### src/rtl/alu_pkg.sv
// alu_pkg: op codes, slice selects and FSM states shared by alu_serial and its slice
package alu_pkg;
    typedef enum logic [2:0] {
        OP_AND = 3'b000,
        OP_OR  = 3'b001,
        OP_ADD = 3'b010,
        OP_SUB = 3'b110,
        OP_SLT = 3'b111
    } op_e;
    typedef enum logic [1:0] {S_IDLE, S_BUSY, S_DONE} state_e;
    localparam logic [1:0] SEL_AND  = 2'b00;
    localparam logic [1:0] SEL_OR   = 2'b01;
    localparam logic [1:0] SEL_ADD  = 2'b10;
    localparam logic [1:0] SEL_LESS = 2'b11;
endpackage

### src/rtl/alu_serial_if.sv
// alu_serial_if: operand/result handshake bundle for alu_serial
//   master: drives in_valid, a, b, op, out_ready; sees in_ready, out_valid, result, zero, carry_out, ovf
//   slave : the ALU side of the same signals
interface alu_serial_if #(parameter int WIDTH = 32);
    logic             in_valid, in_ready, out_valid, out_ready;
    logic             zero, carry_out, ovf;
    logic [WIDTH-1:0] a, b, result;
    logic [2:0]       op;
    modport master (
        output in_valid, a, b, op, out_ready,
        input  in_ready, out_valid, result, zero, carry_out, ovf
    );
    modport slave (
        input  in_valid, a, b, op, out_ready,
        output in_ready, out_valid, result, zero, carry_out, ovf
    );
endinterface

### src/rtl/alu_slice.sv
// alu_slice: CHUNK-bit combinational and/or/add slice with chained carry
//   a, bm : operand chunk and (possibly inverted) B chunk
//   cin   : carry into the chunk; sel : 00 and, 01 or, 10 sum, 11 zeros (less handled by caller)
//   y     : selected chunk result; cout : carry out; cmsb : carry into chunk MSB; smsb : sum MSB
module alu_slice import alu_pkg::*; #(
    parameter int CHUNK = 8
) (
    input  logic [CHUNK-1:0] a,
    input  logic [CHUNK-1:0] bm,
    input  logic             cin,
    input  logic [1:0]       sel,
    output logic [CHUNK-1:0] y,
    output logic             cout,
    output logic             cmsb,
    output logic             smsb
);
    logic [CHUNK-1:0] sum;
    assign {cout, sum} = {1'b0, a} + {1'b0, bm} + {{CHUNK{1'b0}}, cin};
    // carry into the MSB recovered from the MSB sum bit, valid for any CHUNK
    assign cmsb = a[CHUNK-1] ^ bm[CHUNK-1] ^ sum[CHUNK-1];
    assign smsb = sum[CHUNK-1];
    assign y = sel == SEL_AND ? a & bm : sel == SEL_OR ? a | bm : sel == SEL_ADD ? sum : '0;
endmodule

### src/rtl/alu_serial.sv
// alu_serial: chunk-serial ALU (and/or/add/sub/slt), one CHUNK per cycle, LSB chunk first
//   clk, rst : clock and synchronous active-high reset
//   bus      : alu_serial_if.slave (in_valid/in_ready, a, b, op, out_valid/out_ready, result, zero, carry_out, ovf)
//   ALU_SERIAL_OVF_EN : enables signed overflow flag and signed SLT; otherwise ovf is 0 and SLT uses the sum MSB
module alu_serial import alu_pkg::*; #(
    parameter int WIDTH = 32,
    parameter int CHUNK = 8
) (
    input logic clk,
    input logic rst,
    alu_serial_if.slave bus
);
    localparam int NCH = WIDTH / CHUNK;
    localparam int CW = NCH > 1 ? $clog2(NCH) : 1;
    state_e           state;
    logic [CW-1:0]    cnt;
    logic [WIDTH-1:0] a_r, bm_r, res_r, res_n;
    logic [1:0]       sel;
    logic             c_r, zero_r, cout_r, last, cout, smsb, set;
    logic [CHUNK-1:0] y;
`ifdef ALU_SERIAL_OVF_EN
    logic cmsb, ovf_n, ovf_r;
`else
    logic unused_cmsb;
`endif
    assign last = cnt == CW'(NCH - 1);
    alu_slice #(.CHUNK(CHUNK)) u_slice (
        .a    (a_r[int'(cnt)*CHUNK +: CHUNK]),
        .bm   (bm_r[int'(cnt)*CHUNK +: CHUNK]),
        .cin  (c_r),
        .sel  (sel),
        .y    (y),
        .cout (cout),
`ifdef ALU_SERIAL_OVF_EN
        .cmsb (cmsb),
`else
        .cmsb (unused_cmsb),
`endif
        .smsb (smsb)
    );
`ifdef ALU_SERIAL_OVF_EN
    assign ovf_n = cmsb ^ cout;
    assign set = smsb ^ ovf_n;
    assign bus.ovf = ovf_r;
    always_ff @(posedge clk)
        if (rst) ovf_r <= 1'b0;
        else if (state == S_BUSY && last) ovf_r <= ovf_n;
`else
    assign set = smsb;
    assign bus.ovf = 1'b0;
`endif
    // less op: all chunks write zeros, bit 0 takes the set flag on the final chunk
    always_comb begin
        res_n = res_r;
        res_n[int'(cnt)*CHUNK +: CHUNK] = y;
        if (last && sel == SEL_LESS) res_n[0] = set;
    end
    always_ff @(posedge clk) begin
        if (rst) begin
            state  <= S_IDLE;
            cnt    <= '0;
            c_r    <= 1'b0;
            a_r    <= '0;
            bm_r   <= '0;
            sel    <= '0;
            res_r  <= '0;
            zero_r <= 1'b0;
            cout_r <= 1'b0;
        end else if (state == S_IDLE) begin
            if (bus.in_valid) begin
                state <= S_BUSY;
                cnt   <= '0;
                a_r   <= bus.a;
                bm_r  <= bus.op[2] ? ~bus.b : bus.b;
                sel   <= bus.op[1:0];
                c_r   <= bus.op[2];
            end
        end else if (state == S_BUSY) begin
            res_r <= res_n;
            c_r   <= cout;
            cnt   <= last ? cnt : cnt + 1'b1;
            if (last) begin
                state  <= S_DONE;
                zero_r <= res_n == '0;
                cout_r <= cout;
            end
        end else if (bus.out_ready) begin
            state <= S_IDLE;
        end
    end
    assign bus.in_ready  = (state == S_IDLE) & ~rst;
    assign bus.out_valid = state == S_DONE;
    assign bus.result    = res_r;
    assign bus.zero      = zero_r;
    assign bus.carry_out = cout_r;
endmodule

### src/flat_wrapper.sv
// flat-port wrapper written by rule: the top's interface ports become plain ports
module alu_serial_flat import alu_pkg::*;
#(
    parameter int WIDTH = 32,
    parameter int CHUNK = 8
)
  (clk, rst, bus_in_valid, bus_a, bus_b, bus_op, bus_out_ready, bus_in_ready, bus_out_valid, bus_result, bus_zero, bus_carry_out, bus_ovf);
  alu_serial_if #(.WIDTH(WIDTH)) bus_i ();
  input logic clk;
  input logic rst;
  input wire logic [$bits(bus_i.in_valid)-1:0] bus_in_valid;
  input wire logic [$bits(bus_i.a)-1:0] bus_a;
  input wire logic [$bits(bus_i.b)-1:0] bus_b;
  input wire logic [$bits(bus_i.op)-1:0] bus_op;
  input wire logic [$bits(bus_i.out_ready)-1:0] bus_out_ready;
  output wire logic [$bits(bus_i.in_ready)-1:0] bus_in_ready;
  output wire logic [$bits(bus_i.out_valid)-1:0] bus_out_valid;
  output wire logic [$bits(bus_i.result)-1:0] bus_result;
  output wire logic [$bits(bus_i.zero)-1:0] bus_zero;
  output wire logic [$bits(bus_i.carry_out)-1:0] bus_carry_out;
  output wire logic [$bits(bus_i.ovf)-1:0] bus_ovf;
  assign bus_i.in_valid = bus_in_valid;
  assign bus_i.a = bus_a;
  assign bus_i.b = bus_b;
  assign bus_i.op = bus_op;
  assign bus_i.out_ready = bus_out_ready;
  assign bus_in_ready = bus_i.in_ready;
  assign bus_out_valid = bus_i.out_valid;
  assign bus_result = bus_i.result;
  assign bus_zero = bus_i.zero;
  assign bus_carry_out = bus_i.carry_out;
  assign bus_ovf = bus_i.ovf;
  alu_serial #(.WIDTH(WIDTH), .CHUNK(CHUNK)) u_core (.clk(clk), .rst(rst), .bus(bus_i));
endmodule
### config.mk
export PLATFORM = sky130hd
export DESIGN_NAME = alu_serial_flat
export DESIGN_NICKNAME = d
export VERILOG_FILES = /design/src/rtl/alu_pkg.sv /design/src/rtl/alu_serial_if.sv /design/src/rtl/alu_slice.sv /design/src/rtl/alu_serial.sv /design/src/flat_wrapper.sv
export SDC_FILE = /design/constraint.sdc
export NUM_CORES = 1
export LEC_CHECK = 0
export ABC_CLOCK_PERIOD_IN_PS = 5170
export CELL_PAD_IN_SITES_DETAIL_PLACEMENT = 1
export CELL_PAD_IN_SITES_GLOBAL_PLACEMENT = 2
export CORE_MARGIN = 1
export CORE_UTILIZATION = 31
export DETAILED_ROUTE_END_ITERATION = 16
export GPL_TIMING_DRIVEN = 0
export PLACE_DENSITY = 0.83
export SLEW_MARGIN = 20
export SYNTH_ARGS = -nofsm -noshare
export SYNTH_HDL_FRONTEND = slang
export SYNTH_SLANG_ARGS = --single-unit
### constraint.sdc
create_clock -name clk -period 5.17 [get_ports clk]
set_input_delay 0.517 -clock clk [delete_from_list [all_inputs] [get_ports clk]]
set_output_delay 0.517 -clock clk [all_outputs]
set_load 0.02 [all_outputs]
==> summary.md, run 1 <==
| Metric | Value |
|---|---|
| Count of max-cap constraint violations | 0 |
| Fin. max-slew vios | 0 |
| Depth of the CTS H-tree | 3 |
| Vias per std cell | 5.12 |
| Fin crit share | 0.924 |
| Die W | 134 µm |
| Wire length of the first global-routing pass | 27.4 mm |
| Power density normalized to cell area | 293 nW/µm² |
| RSZ-0062 raised after global routing | no |
| Overall die height | 134 µm |
| Number of failing setup endpoints in the final timing report | 0 |
| Number of DRC markers in iteration 0 | 226 |
| Required time at the worst-slack endpoint | 5.45 ns |
| Origin of the worst min-delay path | rst |
| Worst Clk Skew | 0.0114 ns |
| Overflow left after global routing | 0 |
| Reg clk slew, reported paths | 0.08 ns |
| Category of the critical setup timing path | register to register |
| Minimum clock period | 4.77 ns |
| Kind of end point of the critical path | register |
| Outcome | finished, final reports clean |
| CTS tree | built |
| Share of post-route cells with drive strength above 1 | 0.0678 |
| Area of the mapped netlist | 5370 µm² |
| Hold bufs inserted after CTS | 0 |
| Sum of routed wire length over all layers | 17.3 mm |
| Later-pin clock latency in the skew report | 0.36 ns |
| Starting density of the core | 0.320 |
| Synth Warn # | 0 |
| Most used cells in the layout excluding fill and tap cells | dfxtp_1, clkdlybuf4s50_1, nand2_1 |
| Via count of the first global-routing pass | 5,134 |
| Total Nets Final | 827 |
| Worst vdd ir | 168 µV |
| Endpoint, Worst Hold | u_core.c_r$_SDFFE_PP0P_ |
| Post-DP HPWL | 13.4 mm |
| Leak Pwr | 2.51 nW |
| Signed area change from the synthesized netlist to the final layout | 31.0% |
| Worst slew margin | 0.313 |
| Total count of hold-check failures in the final report | 0 |
| Largest net degree at the start of global routing | 18 |
| Seq/Total Area, Yosys | 0.391 |
| Setup TNS Final | 0 ns |
| Post-layout util | 0.420 |
| Worst hold path stage count | 2 |
| Signal arrival time at the worst endpoint | 5.05 ns |
| CTS max path bufs | 2 |
| Net count of the mapped netlist | 712 |
| Number of buffers added by the clock tree synthesis step | 9 |
| Worst-Margin Slew | 1.03 ns |
| Total number of clock tree sinks | 105 |
| Type of element launching the critical path | register |
| Min-Delay Path Class | input port to register |
| Die area | 17,900 µm² |
| Fill cell total of the finished layout | 1,962 |
| Reg-to-reg critical path endpoint | u_core.bus.zero$_SDFFE_PP0P_ |
| Achievable clock frequency | 0.209 GHz |
| Leading cell type in the layout, fill and taps excluded | dfxtp_1 |
| Ant. Diodes | 0 |
| Placer congestion estimate | 0.844 |
| Antenna violations before repair | 0 |
| Area inside the core boundary | 16,800 µm² |
| Origin of the critical flop-to-flop path | u_core.cnt[1]$_SDFFE_PP0P_ |
| Launch point of the worst path | u_core.cnt[1]$_SDFFE_PP0P_ |
| Leading register cell type out of synthesis | dfxtp_1 |
| CTS Root Buffer Type | clkbuf_16 |
| Largest fanout on the critical path | 10 |
| Detailed-routing iteration count for the pre-antenna-repair pass | 4 |
| Via count | 4,902 |
| Cells after synthesis | 617 |
| # IOs | 108 |
| Average detailed-routed wire length per instance | 18.1 µm |
| Number of cell instances on the worst register-to-register path | 11 |
| Register-to-register setup slack | 0.40 ns |
| Register Area | 2100 µm² |
| DRT antenna net count | 0 |
| Distinct cell type count after synthesis | 52 |
| Proportion of register bits with asynchronous set or reset after synthesis | 0 |
| Standard-cell row count | 47 |
| EDFF count, synth | 0 |
| Gates resized, CTS repair | 0 |
| Avg Cell Area, Syn | 8.70 µm² |
| Overall fraction of global-route tracks in use | 0.201 |
| Number of input and output port buffers inserted | 104 |
| Drc violations | 0 |
| Setup Buffers After CTS | 0 |
| Multi-input logic area | 3010 µm² |
| Synth Register Bits | 105 |
sequential cells by signal, indices dropped and copies added (netlist names), 2 cells and up:
register	count
u_core.cnt	2
u_core.state	2
u_core.bm_r	32
u_core.sel	2
u_core.bus.result	32
u_core.a_r	32
cells by family (layout without fill, tap and decap cells):
logic type,after synthesis,in the layout,share of synthesized area
AND/OR/NAND/NOR,220,220,0.184
AO/OA/AOI/OAI,151,151,0.190
flip-flops,105,105,0.391
buffers and inverters,66,186,0.0524
XOR/XNOR,33,33,0.0538
adder cells (fa/ha/maj),24,24,0.0587
multiplexers,17,17,0.0690
other,1,1,0.000698
final cells by class:
class | instances | area share
buffer | 43 | 0.0277
clock buffer | 10 | 0.0340
clock inverter | 6 | 0.0128
inverter | 23 | 0.0123
multi-input combinational | 446 | 0.427
sequential | 105 | 0.299
tap | 220 | 0.0391
timing repair buffer | 104 | 0.148
power breakdown:
group / total [W] / switching (W) / internal [W]
sequential: 0.000880 / 0.0000280 / 0.000852
clock: 0.000766 / 0.000326 / 0.000440
combinational: 0.000414 / 0.000231 / 0.000183
synthesized netlist by cell type, drive strengths merged, types with 8 or more instances:
cell,number,share of area
dfxtp,105,0.39
nand2,87,0.061
nor2,81,0.057
a21oi,53,0.049
a211oi,35,0.049
a22oi,33,0.046
xnor2,33,0.054
clkbuf,27,0.019
inv,23,0.016
ha,22,0.051
buf,16,0.017
mux4,16,0.067
nand2b,9,0.010
nor3,8,0.0075
nor4,8,0.012
through the flow:
stage | setup slack [ns] | cell area [µm²] | instances | hold slack [ns] | total power (W)
after floorplan | 1.36 | 5370 | 617 | 0.433 | 0.00115
after global placement | 0.562 | 6690 | 941 | 0.442 | 0.00129
after detailed placement | 0.448 | 6700 | 941 | 0.448 | 0.00131
after CTS | 0.399 | 7030 | 957 | 0.369 | 0.00208
after global routing | 0.211 | 7040 | 957 | 0.377 | 0.00215
final | 0.395 | 7040 | 957 | 0.378 | 0.00206
worst max-delay path, cell delays in order (launching register included):
cell and delay [ns]:
dfxtp_1 0.39, clkbuf_1 0.57, buf_1 0.63, mux4_2 0.46, fa_1 0.51, fa_1 0.48
a211oi_1 0.37, o21bai_1 0.14, a41o_1 0.39, nor2_1 0.14, or4b_1 0.46, a22oi_1 0.17
metal layers:
metal / vias to the layer above / share of wire / global-route usage
met4: 0 / 0.014 / 0.0562
li1: 2392 / - / -
met1: 2403 / 0.45 / 0.248
met5: - / 0 / 0
met2: 88 / 0.50 / 0.354
met3: 19 / 0.034 / 0.0384
worst max-delay path by stage:
stage	end	slack (ns)	cells past startpoint
2_1_floorplan	u_core.bus.zero$_SDFFE_PP0P_	1.36	11
3_5_place_dp	u_core.bus.zero$_SDFFE_PP0P_	0.45	11
3_3_place_gp	u_core.bus.zero$_SDFFE_PP0P_	0.56	11
5_1_grt	u_core.bus.zero$_SDFFE_PP0P_	0.21	11
4_1_cts	u_core.bus.zero$_SDFFE_PP0P_	0.40	11
6_report	u_core.bus.zero$_SDFFE_PP0P_	0.40	11
Note: power is estimated with default switching activity, not from simulation.
==> run 2, diff against run 1 <==
Settings changed: HOLD_SLACK_MARGIN set to 0.03, PLACE_DENSITY 0.83 to not set, PLACE_DENSITY_LB_ADDON set to 0.08, TNS_END_PERCENT set to 5.
==> run 2 against run 1 <==
Setup slack got worse by 0.041 ns. First-iteration DRC count decreased by 7.5%. Power is 4.9% lower. Final cell count down 0.10%. Clock skew decreased by 0.0042 ns. Non-clock buffer count stayed put. Fmax decreased by 0.86%. Register-to-register slack worse by 0.04 ns.
==> summary.md, run 2 (synthesized netlist as in run 1, its figures left out) <==
| Metric | Value |
|---|---|
| Outcome | finished, final reports clean |
| Later-pin clock latency in the skew report | 0.35 ns |
| Total number of clock tree sinks | 105 |
| Category of the critical setup timing path | register to register |
| Share of post-route cells with drive strength above 1 | 0.0666 |
| Fin crit share | 0.932 |
| Worst slew margin | 0.312 |
| Min-Delay Path Class | input port to register |
| Detailed-routing iteration count for the pre-antenna-repair pass | 4 |
| Overall die height | 134 µm |
| Worst hold path stage count | 2 |
| Vias per std cell | 5.13 |
| Die W | 134 µm |
| Number of buffers added by the clock tree synthesis step | 9 |
| Register-to-register setup slack | 0.35 ns |
| Die area | 17,900 µm² |
| Number of cell instances on the worst register-to-register path | 11 |
| Drc violations | 0 |
| Fill cell total of the finished layout | 1,929 |
| CTS max path bufs | 2 |
| CTS Root Buffer Type | clkbuf_16 |
| # IOs | 108 |
| Ant. Diodes | 0 |
| Via count of the first global-routing pass | 5,172 |
| Starting density of the core | 0.320 |
| Number of failing setup endpoints in the final timing report | 0 |
| Type of element launching the critical path | register |
| Endpoint, Worst Hold | u_core.c_r$_SDFFE_PP0P_ |
| Placed instance count | 941 |
| Worst vdd ir | 176 µV |
| Reg-to-reg critical path endpoint | u_core.bus.zero$_SDFFE_PP0P_ |
| Number of DRC markers in iteration 0 | 209 |
| Post-layout util | 0.417 |
| Count of max-cap constraint violations | 0 |
| Total count of hold-check failures in the final report | 0 |
| Standard-cell row count | 47 |
| Number of input and output port buffers inserted | 104 |
| Signal arrival time at the worst endpoint | 5.09 ns |
| Total Nets Final | 827 |
| CTS tree | built |
| Achievable clock frequency | 0.208 GHz |
| Depth of the CTS H-tree | 3 |
| Origin of the critical flop-to-flop path | u_core.cnt[1]$_SDFFE_PP0P_ |
| Minimum clock period | 4.82 ns |
| Required time at the worst-slack endpoint | 5.44 ns |
| Kind of end point of the critical path | register |
| DRT antenna net count | 0 |
| Reg clk slew, reported paths | 0.07 ns |
| Setup Buffers After CTS | 0 |
| Leading cell type in the layout, fill and taps excluded | dfxtp_1 |
| Largest net degree at the start of global routing | 18 |
| Post-Route Hold Slack | 0.407 ns |
| Post-DP HPWL | 13.7 mm |
| Placer congestion estimate | 0.778 |
| Signed area change from the synthesized netlist to the final layout | 30.1% |
| Sum of routed wire length over all layers | 17.8 mm |
| Post-route non-filler standard cell count | 956 |
| Wire length of the first global-routing pass | 28.3 mm |
| Largest fanout on the critical path | 10 |
| Average detailed-routed wire length per instance | 18.6 µm |
| Gates resized, CTS repair | 0 |
| Fin. max-slew vios | 0 |
| Power density normalized to cell area | 280 nW/µm² |
| RSZ-0062 raised after global routing | no |
| Worst-Margin Slew | 1.03 ns |
| Overall fraction of global-route tracks in use | 0.209 |
| Most used cells in the layout excluding fill and tap cells | dfxtp_1, clkdlybuf4s50_1, nand2_1 |
| Hold bufs inserted after CTS | 0 |
| Via count | 4,907 |
| Total power draw | 0.00196 W |
| Worst Clk Skew | 0.00717 ns |
| Origin of the worst min-delay path | rst |
| Leak Pwr | 2.49 nW |
| Setup TNS Final | 0 ns |
| Overflow left after global routing | 0 |
| Area inside the core boundary | 16,800 µm² |
| Antenna violations before repair | 0 |
## run 2: cell types whose count changed in the layout (fill, tap and decap cells not counted)
cell | before | now
bufinv_16 | 2 | 0
inv_8 | 0 | 1
clkinv_2 | 1 | 2
clkinvlp_4 | 1 | 0
## run 2: routing by layer
metal  vias up  share of wire  GRT usage
li1       2392              -          -
met1      2391           0.47      0.276
met2       107           0.47      0.348
met3        17          0.036     0.0430
met4         0          0.017     0.0480
met5         -              0          0
## run 2: worst max path at each step
stage,slack (ns),cells after the start,to,start
3_5_place_dp,0.45,11,u_core.bus.zero$_SDFFE_PP0P_,u_core.cnt[1]$_SDFFE_PP0P_
4_1_cts,0.42,11,u_core.bus.zero$_SDFFE_PP0P_,u_core.cnt[1]$_SDFFE_PP0P_
2_1_floorplan,1.36,11,u_core.bus.zero$_SDFFE_PP0P_,u_core.cnt[0]$_SDFFE_PP0P_
3_3_place_gp,0.44,11,u_core.bus.zero$_SDFFE_PP0P_,u_core.cnt[1]$_SDFFE_PP0P_
5_1_grt,0.22,11,u_core.bus.zero$_SDFFE_PP0P_,u_core.cnt[1]$_SDFFE_PP0P_
6_report,0.35,11,u_core.bus.zero$_SDFFE_PP0P_,u_core.cnt[1]$_SDFFE_PP0P_
## run 2: critical path, cell delays in order, from the launching register on
cell and delay [ns]:
dfxtp_1 0.40, clkbuf_1 0.60, buf_1 0.65, mux4_2 0.47
fa_1 0.52, fa_1 0.47, a211oi_1 0.34, o21bai_1 0.13
a41o_1 0.37, nor2_1 0.13, or4b_1 0.49, a22oi_1 0.17
## run 2: final cells by class
cell class                      instances  area (µm²)  area share
Multi-Input combinational cell        446        3010       0.431
Sequential cell                       105        2100       0.301
Timing Repair Buffer                  104        1040       0.149
Tap cell                              220         275      0.0394
Clock buffer                           10         239      0.0342
Buffer                                 43         195      0.0279
Inverter                               23        86.3      0.0124
Clock inverter                          5        38.8     0.00555
## run 2: per-stage QoR
step	instance area, µm²	worst slack [ns]
final	6990	0.354
after floorplan	5370	1.36
after CTS	6990	0.417
after global routing	6990	0.223
after detailed placement	6710	0.452
after global placement	6690	0.440
## run 2: where the power goes
part	leakage, nW	internal, W	switching, W
Combinational	1.49	0.000182	0.000236
Clock	0.141	0.000342	0.000319
Sequential	0.860	0.000852	0.0000268
Total	2.49	0.00138	0.000582
==> variant 1, RTL diff (settings of run 1) <==
`CHUNK` is set to 8 in 3 places; all go to 16.
--- a/src/rtl/alu_slice.sv
+++ b/src/rtl/alu_slice.sv
@@ -5,3 +5,3 @@
 module alu_slice import alu_pkg::*; #(
-    parameter int CHUNK = 8
+    parameter int CHUNK = 16
 ) (
--- a/src/rtl/alu_serial.sv
+++ b/src/rtl/alu_serial.sv
@@ -6,3 +6,3 @@
     parameter int WIDTH = 32,
-    parameter int CHUNK = 8
+    parameter int CHUNK = 16
 ) (
--- a/src/flat_wrapper.sv
+++ b/src/flat_wrapper.sv
@@ -4,3 +4,3 @@
     parameter int WIDTH = 32,
-    parameter int CHUNK = 8
+    parameter int CHUNK = 16
 )
Formal check against the unedited RTL: not equivalent (Yosys sat finds a counterexample within 4 cycles, from zero or initial values and one cycle with rst high).
==> variant 1 against run 1 <==
Routed wire length is 3.4% higher. Clock skew down 0.0048 ns. Sequential cell count fell by 1. First-iteration DRC count decreased by 28%. Final area increased by 3.4%. Final cell count rose by 8.4%. Worst setup slack got worse by 0.030 ns. Worst hold slack improved by 0.082 ns. Power grew 4.5%. Area after synthesis up 5.2%. Critical path type unchanged. Highest routed layer unchanged.
==> variant 1: results (changes against run 1) <==
layout:
  layout.nets: 908  # was 827
  layout-drive-gt1-share_pct: 3.71  # was 6.78%
clocking:
  cts.clk_slew.worst_paths_ns: 0.07
critical_path:
  cp.arrival_ns: 5.09  # was 5.05 ns
  critPathTopFamily: "compound AO/OA/AOI/OAI gates"  # was buffers and inverters
  cp_max_fo: 10  # unchanged
  critical_path.slowest_cell: "fa_1"  # was buf_1
  critPathMaxStageDelay_ns: 0.47  # was 0.63 ns
sta:
  worst_pin_slew_ns: 0.859  # was 1.03 ns
  finClkSkew_ns: 0.00657  # was 0.0114 ns
logic_synthesis:
  muxShareOfSynthArea_pct: 6.38  # was 6.90%
  yosysSeqAreaShare_pct: 36.8  # was 39.1%
  yosys-top-cells-count: "dfxtp_1 (104), nor2_1 (89), nand2_1 (77), a211oi_1 (75), a21oi_1 (61)"  # was dfxtp_1 (105), nand2_1 (87), nor2_1 (81), a21oi_1 (53), a211oi_1 (35)
  synth_nets: 793  # was 712
  syn_avg_cell_area_sq_um: 8.21  # was 8.70 sq um
  synth.area.top_cells: "dfxtp_1 (37%), a211oi_1 (10%), ha_1 (7.1%)"  # was dfxtp_1 (39%), mux4_2 (6.7%), nand2_1 (6.1%)
  synth_xor_area_share_pct: 6.97  # was 5.38%
  ys_types: 50  # was 52
  synthAdderAreaFrac_pct: 7.79  # was 5.87%
grt:
  grt_usage_pct: 19.9  # was 20.1%
  grt_pass1_wl_mm: 28.3  # was 27.4 mm
  grt_max_degree: 17  # was 18
  grt_pass1_vias: 5309  # was 5,134
detailed_routing:
  drtIter0Drc: 162  # was 226
  via_per_inst: 4.95  # was 5.12
  routed_wl_mm: 17.9  # was 17.3 mm
  vias: 5136  # was 4,902
place:
  hpwlAfterDp_mm: 14.6  # was 13.4 mm
  place.gp.congestion: 0.846  # was 0.844
  placedCellCount: 1021  # was 941
status:
  status: "completed"  # unchanged
power:
  leakage_nw: 2.86  # was 2.51 nW
  ir_drop_mv: 0.159  # was 0.168 mV
worst_hold_path:
  holdCritPathClass: "flop to flop"  # was input port to flop
variant 1: cell families (layout without fill, tap and decap cells):
group           count (synthesis)  count (layout)
fa+ha+maj                      34              34
compound gates                176             176
buf+inv                        89             209
mux                            36              36
other cells                     1               1
xor+xnor                       45              45
simple gates                  203             203
flops                         104             104
variant 1: area by class of cell:
cell class	instances	area (sq um)
Inverter	36	135
Tap cell	229	287
Clock inverter	6	58.8
Multi-Input combinational cell	495	3230
Buffer	53	209
Clock buffer	10	239
Sequential cell	104	2080
Timing Repair Buffer	104	1040
Fill cell	2122	10600
variant 1: stage by stage:
stage          area, sq um  setup slack, ns  total power [W]
3_5_place_dp          6980           -0.101          0.00148
3_3_place_gp          6980         -0.00637          0.00146
5_1_grt               7280            0.111          0.00226
2_1_floorplan         5650             1.02          0.00126
4_1_cts               7280            0.106          0.00217
6_report              7280            0.365          0.00215
variant 1: power breakdown:
group	switching [W]	leakage [nW]	internal, W
clock	0.000307	0.152	0.000386
combinational	0.000322	1.85	0.000235
sequential	0.0000383	0.855	0.000863
total	0.000667	2.86	0.00148
variant 1: timing repair:
item	CTS	global route
gates cloned	0	0
gates resized for setup	1	2
endpoints found under the setup margin	1	1
variant 1: routing by layer:
layer | vias up | wire length (microns) | track usage (%)
met4 | 0 | 355 | 6.41
met1 | 2401 | 8250 | 24.9
li1 | 2590 | - | -
met3 | 21 | 767 | 2.74
met2 | 124 | 8510 | 35.0
met5 | - | 0 | 0
variant 1: final timing paths:
check,startpoint,to,slack [ns],cells after the start
setup / recovery,u_core.cnt,u_core.bus.zero,0.36,16
hold / removal,u_core.a_r[22],u_core.a_r[22],0.46,2
setup reg to reg,u_core.cnt,u_core.bus.zero,0.36,16
hold reg to reg,u_core.a_r[22],u_core.a_r[22],0.46,2
==> variant 2, RTL diff (settings of run 1) <==
Made on the original files. Encoding of `state_e`: now one-hot (3 bits for 3 states).
--- a/src/rtl/alu_pkg.sv
+++ b/src/rtl/alu_pkg.sv
@@ -9,3 +9,3 @@
     } op_e;
-    typedef enum logic [1:0] {S_IDLE, S_BUSY, S_DONE} state_e;
+    typedef enum logic [2:0] {S_IDLE = 3'b001, S_BUSY = 3'b010, S_DONE = 3'b100} state_e;
     localparam logic [1:0] SEL_AND  = 2'b00;
Formal check against the unedited RTL: same outputs for any inputs over 4 cycles, from zero or initial values and one cycle with rst high; so few cycles prove little.
==> variant 2 against run 1 <==
Routed wire length is 3.7% lower. Worst setup slack better by 0.19 ns. Final area is 0.23% lower. Sequential cell count is 1 higher. Maximum frequency is 4.2% higher. Clock power is 2.9% lower. Power is 0.40% lower. Area after synthesis is 0.19% higher. Final cell count is 0.63% lower.
==> variant 2: results (changes against run 1) <==
status:
  status: "completed"  # unchanged
detailed_routing:
  via_per_inst: 5.13  # was 5.12
  routed_wl_mm: 16.6  # was 17.3 mm
  drtIter0Drc: 148  # was 226
  drc_errors: 0  # unchanged
grt:
  grt_pass1_wl_mm: 27.2  # was 27.4 mm
  grt_usage_pct: 19.7  # was 20.1%
  grt_pass1_vias: 5153  # was 5,134
layout:
  utilization_pct: 41.9  # was 42.0%
  instances_no_fill: 951  # was 957
  layout.nets: 821  # was 827
  layout-drive-gt1-share_pct: 6.43  # was 6.78%
worst_hold_path:
  holdCritPathClass: "flop to flop"  # was input port to flop
  holdCritStartpoint: "u_core.a_r[27]"  # was rst
  min_to: "u_core.a_r[27]"  # was u_core.c_r
place:
  hpwlAfterDp_mm: 13.0  # was 13.4 mm
  place_ws_ns: 0.597  # was 0.448 ns
  placedCellCount: 935  # was 941
  io_buffers: 104  # unchanged
  place.gp.congestion: 0.828  # was 0.844
logic_synthesis:
  syn_inst: 611  # was 617
  synth_xor_area_share_pct: 5.70  # was 5.38%
  muxShareOfSynthArea_pct: 7.26  # was 6.90%
  synthAdderAreaFrac_pct: 5.86  # was 5.87%
  yosys-top-cells-count: "dfxtp_1 (106), nand2_1 (80), nor2_1 (76), a21oi_1 (51)"  # was dfxtp_1 (105), nand2_1 (87), nor2_1 (81), a21oi_1 (53), a211oi_1 (35)
  ys_types: 56  # was 52
  yosysSeqAreaShare_pct: 39.4  # was 39.1%
  synth-compound-area-share_pct: 20.0  # was 19.0%
  synth.area.top_cells: "dfxtp_1 (39%), mux4_2 (6.7%), nand2_1 (5.6%)"  # was dfxtp_1 (39%), mux4_2 (6.7%), nand2_1 (6.1%)
  synth_nets: 706  # was 712
sta:
  worst_pin_slew_ns: 1.11  # was 1.03 ns
  setup_viol_count_final: 0  # unchanged
  holdWs_ns: 0.455  # was 0.378 ns
  finClkSkew_ns: 0.0104  # was 0.0114 ns
  fin_crit_ns: 4.58  # was 4.77 ns
power:
  leakage_nw: 2.49  # was 2.51 nW
  ir_drop_mv: 0.154  # was 0.168 mV
critical_path:
  cp.arrival_ns: 4.85  # was 5.05 ns
  reg2reg_slack_ns: 0.59  # was 0.40 ns
  worst_setup_path_startpoint: "u_core.cnt[1]"  # unchanged
clocking:
  clk_latency_ns: 0.35
variant 2: cell count changes after synthesis, sizes merged, moves of 3 or more:
cell	before	now
o22ai	0	4
or4	3	0
nand3b	4	1
inv	23	26
a21o	2	5
nor2	81	76
nand2	87	81
clkbuf	27	32
nand4	0	3
buf	16	10
variant 2: critical path, stage by stage, from the launching register on:
cell,delay (ns)
dfxtp_1,0.40
clkbuf_1,0.47
clkbuf_1,0.56
mux4_2,0.47
fa_1,0.45
fa_1,0.42
a21o_1,0.22
a221oi_1,0.39
xnor2_1,0.17
o22ai_1,0.25
o41a_1,0.52
o31ai_2,0.18
variant 2: per-stage QoR:
stage / total power (W) / instance area [sq um]
floorplan: 0.00116 / 5380
global placement: 0.00131 / 6700
detailed placement: 0.00133 / 6700
CTS: 0.00207 / 7020
global route: 0.00215 / 7020
finish: 0.00205 / 7020
variant 2: metal layers:
layer | up-vias | GRT usage, % | share of wire [%]
met5 | - | 0 | 0
met1 | 2381 | 23.8 | 44
li1 | 2383 | - | -
met4 | 0 | 4.80 | 1.4
met2 | 104 | 35.5 | 51
met3 | 14 | 3.84 | 3.7
variant 2: area by class of cell:
| class | instances | area, sq um |
|---|---|---|
| Buffer | 42 | 174 |
| Clock inverter | 6 | 87.6 |
| Clock buffer | 10 | 229 |
| Timing Repair Buffer | 104 | 1040 |
| Sequential cell | 106 | 2120 |
| Tap cell | 220 | 275 |
| Fill cell | 1961 | 9740 |
| Multi-Input combinational cell | 437 | 2990 |
| Inverter | 26 | 97.6 |
variant 2: report_power, final:
part           total, W  internal, W  switching (W)  leakage (nW)
logic          0.000409     0.000178       0.000230          1.46
registers      0.000900     0.000868      0.0000317         0.867
clock network  0.000744     0.000427       0.000317         0.157
total           0.00205      0.00147       0.000579          2.49
